$ cat config.mk
export PLATFORM = sky130hd
export DESIGN_NAME = seven_segment_scanner
export DESIGN_NICKNAME = d
export VERILOG_FILES = /design/src/rtl/seven_segment_scanner.sv
export SDC_FILE = /design/constraint.sdc
export NUM_CORES = 1
export LEC_CHECK = 0
export ABC_CLOCK_PERIOD_IN_PS = 5800
export BUFFER_PORTS_ARGS = -buffer_cell sky130_fd_sc_hd__clkbuf_2
export CAP_MARGIN = 20
export CORE_ASPECT_RATIO = 1.25
export CORE_MARGIN = 2
export CORE_UTILIZATION = 45
export CTS_CLUSTER_DIAMETER = 60
export DETAILED_ROUTE_END_ITERATION = 8
export PLACE_DENSITY = 0.72
export SYNTH_ARGS = -nofsm -noshare
export SYNTH_HDL_FRONTEND = slang
export SYNTH_SLANG_ARGS = --single-unit
$ cat constraint.sdc
create_clock -name clk -period 5.8 [get_ports clk]
set_input_delay 0.87 -clock clk [delete_from_list [all_inputs] [get_ports clk]]
set_output_delay 0.87 -clock clk [all_outputs]
set_load 0.01 [all_outputs]
$ cat src/rtl/seven_segment_scanner.sv
// Multiplexed hex display scanner: double-buffered value, one digit per refresh period.
// Optional leading-zero blanking is enabled by defining SEVEN_SEGMENT_BLANK_LEADING_ZEROS_EN.
module seven_segment_scanner #(
  parameter int DIGITS      = 4,
  parameter int REFRESH_DIV = 25000
) (
  input  logic                  clk,
  input  logic                  rst,
  input  logic [4*DIGITS-1:0]   value,
  input  logic [DIGITS-1:0]     dp_in,
  input  logic                  load,
  output logic                  pending,
  output logic [3:0]            binary,
  output logic                  dp,
  output logic [DIGITS-1:0]     digit_en,
  output logic                  blank,
  output logic                  frame_start
);

  localparam int CW = (REFRESH_DIV > 1) ? $clog2(REFRESH_DIV) : 1;
  localparam int IW = $clog2(DIGITS);
  localparam logic [CW-1:0] CNT_MAX = CW'(REFRESH_DIV - 1);
  localparam logic [IW-1:0] IDX_MAX = IW'(DIGITS - 1);

  logic [CW-1:0]         count_reg;
  logic [IW-1:0]         idx_reg;
  logic [4*DIGITS-1:0]   shadow_reg, active_reg;
  logic [DIGITS-1:0]     shadow_dp_reg, active_dp_reg;
  logic                  pending_reg;
  logic [3:0]            binary_reg;
  logic                  dp_reg;
  logic [DIGITS-1:0]     digit_en_reg;
  logic                  frame_start_reg;

  logic                  tick, wrap;
  logic [IW-1:0]         idx_next;
  logic [4*DIGITS-1:0]   disp_value;
  logic [DIGITS-1:0]     disp_dp;
  logic [3:0]            nibble [DIGITS];

  assign tick     = (count_reg == CNT_MAX);
  assign wrap     = tick && (idx_reg == IDX_MAX);
  assign idx_next = wrap ? '0 : (tick ? idx_reg + 1'b1 : idx_reg);

  // Data digit 0 sees on a wrap edge: a coincident load beats the shadow.
  always_comb begin
    disp_value = active_reg;
    disp_dp    = active_dp_reg;
    if (wrap && load) begin
      disp_value = value;
      disp_dp    = dp_in;
    end else if (wrap && pending_reg) begin
      disp_value = shadow_reg;
      disp_dp    = shadow_dp_reg;
    end
  end

  genvar gi;
  generate
    for (gi = 0; gi < DIGITS; gi++) begin : g_nib
      assign nibble[gi] = disp_value[4*gi +: 4];
    end
  endgenerate

`ifdef SEVEN_SEGMENT_BLANK_LEADING_ZEROS_EN
  logic [DIGITS-1:0] blank_vec;
  logic              blank_reg;

  generate
    for (gi = 0; gi < DIGITS; gi++) begin : g_blank
      if (gi == 0) begin : g_first
        assign blank_vec[gi] = 1'b0;
      end else begin : g_upper
        assign blank_vec[gi] = ~|disp_value[4*DIGITS-1:4*gi] & ~disp_dp[gi];
      end
    end
  endgenerate

  always_ff @(posedge clk or posedge rst) begin
    if (rst) begin
      blank_reg <= 1'b0;
    end else if (tick) begin
      blank_reg <= blank_vec[idx_next];
    end
  end

  assign blank = blank_reg;
`else
  assign blank = 1'b0;
`endif

  always_ff @(posedge clk or posedge rst) begin
    if (rst) begin
      count_reg       <= '0;
      idx_reg         <= '0;
      shadow_reg      <= '0;
      shadow_dp_reg   <= '0;
      active_reg      <= '0;
      active_dp_reg   <= '0;
      pending_reg     <= 1'b0;
      binary_reg      <= '0;
      dp_reg          <= 1'b0;
      digit_en_reg    <= DIGITS'(1);
      frame_start_reg <= 1'b0;
    end else begin
      count_reg       <= tick ? '0 : count_reg + 1'b1;
      idx_reg         <= idx_next;
      frame_start_reg <= wrap;
      if (load) begin
        shadow_reg    <= value;
        shadow_dp_reg <= dp_in;
      end
      if (wrap) begin
        active_reg    <= disp_value;
        active_dp_reg <= disp_dp;
        pending_reg   <= 1'b0;
      end else if (load) begin
        pending_reg   <= 1'b1;
      end
      if (tick) begin
        binary_reg   <= nibble[idx_next];
        dp_reg       <= disp_dp[idx_next];
        digit_en_reg <= DIGITS'(1) << idx_next;
      end
    end
  end

  assign pending     = pending_reg;
  assign binary      = binary_reg;
  assign dp          = dp_reg;
  assign digit_en    = digit_en_reg;
  assign frame_start = frame_start_reg;

endmodule

==> flow_summary.yaml, run 1 <==
run_status:
  status: "completed"
synth:
  ys_top_cells_by_area: "dfrtp_1, mux2_2, o2bb2ai_1"
  synth_xor_area_share_pct: 3.65
  ys_async_sr_fraction_pct: 100
  syn_nets: 300
  synth_cells: 275
  synthAdderAreaFrac_pct: 0.802
  synth_top_family_by_area: "compound AO/OA/AOI/OAI gates"
  yosysSeqAreaShare_pct: 54.5
  avgSynthCellArea_sq_um: 11.4
  synth_edf_count: 0
  ys_types: 43
  synth_compound_area_share_pct: 16.5
  synth-warning-count: 0
  synthSimpleGateAreaFrac_pct: 12.9
  netlist_area_sq_mm: 0.00312
  muxShareOfSynthArea_pct: 7.90
  synth_top_cell_by_area: "dfrtp_1"
  yosys_register_bits: 68
  yosysTopAreaCellShare_pct: 53.7
  ys.flop_type: "dfrtp_1"
route:
  antenna_left: 0
  drt-initial-drc-count: 65
  wl_per_cell_um: 15.9
  wl_um: 6300
  drtPass1Iterations: 4
  via_per_inst: 5.48
  dr_total_vias: 2169
  drc: 0
clocking:
  htreeDepth: 3
  cts_tree: "built"
  clock_sinks: 68
  hold_buffers: 0
  clock_path_buffers: 2
  root_buffer: "clkbuf_8"
  cts_made_buffers: 9
  cts_resized: 0
  worst_skew_pair.late_latency_ns: 0.34
  cts_setup_buffers: 0
  path_clk_slew_ns: 0.07
grt:
  grt_max_degree: 69
  antenna_found_initial: 0
  grt_pass1_wl_um: 10600
  grtUsageTotal_pct: 17.9
  grt_pass1_vias: 2234
  grt-ovfl-total: 0
critical_path:
  start_kind: "register"
  cp.arrival_ns: 3.24
  crit_fanout: 15
  cp-end-kind: "register"
  crit_required_ns: 6.01
  rr_worst_depth: 7
  timing.rr.end: "dp"
  max_stage_delay_ns: 0.63
  reg2reg_slack_ns: 2.77
  crit_chain: "or4b_4 -> nor4_4 -> buf_6 -> nand3_4 -> o21a_1 -> a22o_1 -> o41a_1"
  regToRegStartpoint: "count_reg[10]"
  critPathKind: "register to register"
  cp_slowest_cell: "nor4_4"
layout:
  area.growth.synth_to_final_pct: 13.7
  diodes: 0
  nFillCells: 595
  nets: 329
  final_layout_size_suffix_gt1_share_pct: 25.6
  final_util_pct: 53.4
timing:
  setup_violations: 0
  hold_violations: 0
  final-max-slew-violation-count: 0
  rsz0062_at_grt: "no"
  hold_ws_ns: 0.463
  final.min_clock_period_ns: 3.03
  fin_crit_sh_pct: 52.3
  max_slew_margin_pct: 37.0
  finalSetupTns_ns: 0
  finalClockSkew_ns: 0.00959
  final.setup.worst_slack_ns: 2.77
  fmax_mhz: 330
  worst_pin_slew_ns: 0.945
floorplan:
  coreArea_sq_mm: 0.00665
  die_x_um: 78.5
  initial_core_util_pct: 47.0
  die_h_um: 97.1
  pin_count: 35
  dieArea_sq_mm: 0.00762
  fp-row-count: 33
placed_design:
  post-dp-hpwl_um: 4200
  place.gp.congestion: 0.810
  portBuffers: 33
  place_ws_ns: 2.55
job:
  maxCapViolCount: 0
hold_path:
  whs_path_depth: 2
  min_to: "digit_en[3]"
  min_path_type: "register to register"
  hold_start: "digit_en[3]"
pwr:
  power_density_mw_per_mm2: 288
  power.total_mw: 1.02
  ir_worst_vdd_uv: 190
  leakagePower_nw: 1.58
## layout make-up
cell class	instances	area [sq um]	share of cell area (%)
Sequential cell	68	1700	48.0
Multi-Input combinational cell	186	1310	36.8
Timing Repair Buffer	35	184	5.18
Clock buffer	11	131	3.70
Tap cell	87	109	3.07
Clock inverter	5	100	2.82
Inverter	4	15.0	0.423
## worst max-delay path by stage
stage                  start                to  slack [ns]  depth (start not counted)
4_1_cts        count_reg[10]                dp        2.52                          6
5_1_grt        count_reg[10]                dp        2.58                          7
3_5_place_dp   count_reg[10]                dp        2.55                          6
3_3_place_gp   count_reg[10]                dp        2.66                          6
6_report       count_reg[10]                dp        2.77                          7
2_1_floorplan            rst  active_dp_reg[0]        3.22                          1
## layer usage
metal / part of all wire, % / GRT usage, %
met1: 43 / 22.0
met3: 3.2 / 3.44
met4: 2.5 / 9.99
met5: 0 / 0
met2: 51 / 29.5
## critical path: cells and delay by family, from the launching register on
family / cells / cell delay (ns)
AND/OR/NAND/NOR: 3 / 1.40
flip-flops: 1 / 0.43
AO/OA/AOI/OAI: 3 / 0.83
buffers and inverters: 1 / 0.24
## layout by cell type (no fill, tap or decap), types with 2 or more instances in the layout
| master | Yosys | layout |
|---|---|---|
| o21a_1 | 14 | 14 |
| nand2_1 | 15 | 15 |
| o21ai_0 | 2 | 2 |
| a31oi_1 | 4 | 4 |
| mux2_2 | 21 | 21 |
| a21oi_1 | 23 | 23 |
| nand4_1 | 2 | 2 |
| clkbuf_2 | 0 | 33 |
| a2bb2oi_1 | 4 | 4 |
| inv_1 | 4 | 3 |
| and3_1 | 2 | 2 |
| or4_4 | 2 | 2 |
| dfrtp_1 | 67 | 67 |
| clkbuf_1 | 9 | 2 |
| nor3_1 | 5 | 5 |
| clkinv_2 | 0 | 2 |
| nor2_1 | 29 | 29 |
| bufinv_16 | 0 | 3 |
| ha_1 | 2 | 2 |
| o2bb2ai_1 | 14 | 14 |
| clkbuf_8 | 0 | 9 |
| xor2_1 | 11 | 11 |
| xnor2_1 | 2 | 2 |
| nand4bb_1 | 2 | 2 |
| a22oi_1 | 8 | 8 |
| nand3_1 | 8 | 8 |
## through the flow
step	cell area, sq um	cells
6_report	3550	396
5_1_grt	3550	396
4_1_cts	3540	395
3_5_place_dp	3310	379
3_3_place_gp	3310	379
2_1_floorplan	3120	275
## power breakdown
part           switching (mW)  internal (mW)  leakage [nW]  total (mW)
registers             0.00911          0.495         0.814       0.504
logic                  0.0312         0.0320         0.648      0.0632
clock network           0.172          0.285         0.117       0.456
total                   0.212          0.812          1.58        1.02
## cell usage after synthesis, types with 2 or more instances
cell type and n:
nor2_1 29, ha_1 2, clkbuf_1 9, a22oi_1 8, nand3_1 8, nand2_1 15, a21oi_1 23, a2bb2oi_1 4
inv_1 4, o21ai_0 2, xor2_1 11, nand4bb_1 2, or4_4 2, buf_4 2, nor3_1 5, a31oi_1 4
o2bb2ai_1 14, xnor2_1 2, dfrtp_1 67, mux2_2 21, buf_6 3, and3_1 2, buf_2 2, o21a_1 14
nand4_1 2
## kinds of logic (layout without fill, tap and decap cells)
kind of cell	count (synthesis)	in the layout
and+or+nand+nor	75	75
DFF	68	68
other	1	1
muxes	22	22
adders and majority gates	2	2
buffers and inverters	21	55
xor gates and xnor gates	13	13
AOI/OAI and AO/OA	73	73
No activity file was read; power rests on OpenSTA's default activity.
==> inputs of run 2 (changes only) <==
--- a/config.mk
+++ b/config.mk
@@ -5,7 +5,7 @@
 export SDC_FILE = /design/constraint.sdc
 export NUM_CORES = 1
 export LEC_CHECK = 0
-export ABC_CLOCK_PERIOD_IN_PS = 5800
+export ABC_CLOCK_PERIOD_IN_PS = 2700
 export BUFFER_PORTS_ARGS = -buffer_cell sky130_fd_sc_hd__clkbuf_2
 export CAP_MARGIN = 20
 export CORE_ASPECT_RATIO = 1.25
@@ -13,7 +13,7 @@
 export CORE_UTILIZATION = 45
 export CTS_CLUSTER_DIAMETER = 60
 export DETAILED_ROUTE_END_ITERATION = 8
-export PLACE_DENSITY = 0.72
+export PLACE_DENSITY = 0.74
 export SYNTH_ARGS = -nofsm -noshare
 export SYNTH_HDL_FRONTEND = slang
 export SYNTH_SLANG_ARGS = --single-unit
==> constraint.sdc (replaced) <==
create_clock -name clk -period 2.7 [get_ports clk]
set_input_delay 0.405 -clock clk [delete_from_list [all_inputs] [get_ports clk]]
set_output_delay 0.405 -clock clk [all_outputs]
set_load 0.01 [all_outputs]
==> flow_summary.yaml, run 2 (synthesized netlist as in run 1, its figures left out) <==
layout:
  area.growth.synth_to_final_pct: 15.8
  diodes: 0
  nFillCells: 570
  final_util_pct: 54.4
  final_layout_size_suffix_gt1_share_pct: 28.8
  seq_area_sq_mm: 0.00170
  multi_input_area_sq_mm: 0.00132
  nets: 339
  final_cell_mix: "dfrtp_1, clkbuf_2, nor2_1"
  layout_commonest_cell: "dfrtp_1"
route:
  drt-initial-drc-count: 120
  drc: 0
  wl_per_cell_um: 16.2
  dr_total_vias: 2242
  wl_um: 6600
  via_per_inst: 5.52
  antenna_left: 0
  drtPass1Iterations: 4
critical_path:
  cp-end-kind: "register"
  crit_required_ns: 2.92
  worstSetupPathDepth: 6
  rr_worst_depth: 6
  path_buf_inv: 0
  timing.rr.end: "dp"
  start_kind: "register"
  regToRegStartpoint: "count_reg[10]"
  cp.arrival_ns: 2.83
  crit_fanout: 10
  crit_chain: "or4b_4 -> or4_4 -> o2bb2ai_1 -> o21a_1 -> a22o_1 -> o41a_1"
  setup.worst_path.end: "dp"
  reg2reg_slack_ns: 0.1
  worstSetupStartpoint: "count_reg[10]"
  critPathTopFamily: "simple AND/OR/NAND/NOR gates"
  max_stage_delay_ns: 0.64
  cp_slowest_cell: "or4_4"
  critPathKind: "register to register"
placed_design:
  place.gp.congestion: 0.781
  place_ws_ns: 0.108
  post-dp-hpwl_um: 4670
  portBuffers: 33
clocking:
  cts_tree: "built"
  hold_buffers: 0
  clock_path_buffers: 2
  clock_sinks: 68
  htreeDepth: 3
  worst_skew_pair.late_latency_ns: 0.35
  root_buffer: "clkbuf_8"
  cts_resized: 0
  path_clk_slew_ns: 0.07
  cts_setup_buffers: 0
  cts_made_buffers: 9
floorplan:
  fp-row-count: 33
  pin_count: 35
  die_h_um: 97.1
  initial_core_util_pct: 47.0
  die_x_um: 78.5
  coreArea_sq_mm: 0.00665
  dieArea_sq_mm: 0.00762
grt:
  grt_max_degree: 37
  grt_pass1_wl_um: 11000
  grtUsageTotal_pct: 18.7
  grt_use_met2_pct: 31.3
  grt_pass1_vias: 2299
  gr-usage-met3_pct: 3.35
  grt-ovfl-total: 0
  grtUsageMet1_pct: 22.8
  grt-busiest-layer: "met2"
  antenna_found_initial: 0
timing:
  hold_ws_ns: 0.158
  rsz0062_at_grt: "no"
  worst_pin_slew_ns: 0.715
  final-max-slew-violation-count: 0
  fin_crit_sh_pct: 96.5
  final.setup.worst_slack_ns: 0.0953
  fmax_mhz: 384
  finalSetupTns_ns: 0
  setup_violations: 0
  finalClockSkew_ns: 0.0106
  hold_violations: 0
  final.min_clock_period_ns: 2.60
  max_slew_margin_pct: 52.3
pwr:
  power_switching_mw: 0.486
  pwr-share-clk_pct: 40.2
  ir_worst_vdd_uv: 305
  seq_power_share_pct: 52.9
  p_int_mw: 1.56
  switching_share_pct: 23.8
  leakagePower_nw: 1.61
  combPwrFrac_pct: 6.9
  power_density_mw_per_mm2: 566
  power.total_mw: 2.05
hold_path:
  min_path_type: "primary input to async pin"
run_status:
  status: "completed"
job:
  maxCapViolCount: 0
## run 2: cell count changes in the layout (fill, tap and decap cells not counted), sizes merged
cell      change
buf          +10
clkinvlp      +1
clkinv        +2
clkbuf        -1
bufinv        -2
## run 2: routing by layer
layer | part of all wire, % | up-vias
li1 | - | 1068
met1 | 43 | 1104
met2 | 51 | 57
met3 | 3.5 | 13
met4 | 2.3 | 0
met5 | 0 | -
## run 2: cell type report
| class | instances | area share, % |
|---|---|---|
| well taps | 87 | 3.01 |
| multi-input cells | 186 | 36.4 |
| flip-flops and latches | 68 | 47.1 |
| clock inverters | 6 | 1.80 |
| clock buffers | 10 | 3.53 |
| repair buffers | 45 | 7.75 |
| inverters | 4 | 0.415 |
## run 2: worst min-delay path by stage
stage	startpoint	slack [ns]	endpoint
final	rst	0.16	count_reg[12]
after global routing	rst	0.23	count_reg[12]
after CTS	rst	0.18	active_reg[4]
after detailed placement	count_reg[0]	0.48	count_reg[0]
after global placement	count_reg[0]	0.47	count_reg[0]
after floorplan	count_reg[0]	0.45	count_reg[0]
## run 2: power groups by stage
stage	clock (mW)	sequential, mW	combinational [mW]
floorplan	0	1.10	0.100
global placement	0	1.10	0.139
detailed placement	0	1.10	0.143
CTS	0.847	1.08	0.144
global route	0.887	1.09	0.158
finish	0.823	1.08	0.140
## run 2: stage by stage
step	cells	instance area (sq um)
after floorplan	275	3120
after global placement	390	3410
after detailed placement	390	3410
after CTS	406	3610
after global routing	406	3610
final	406	3610
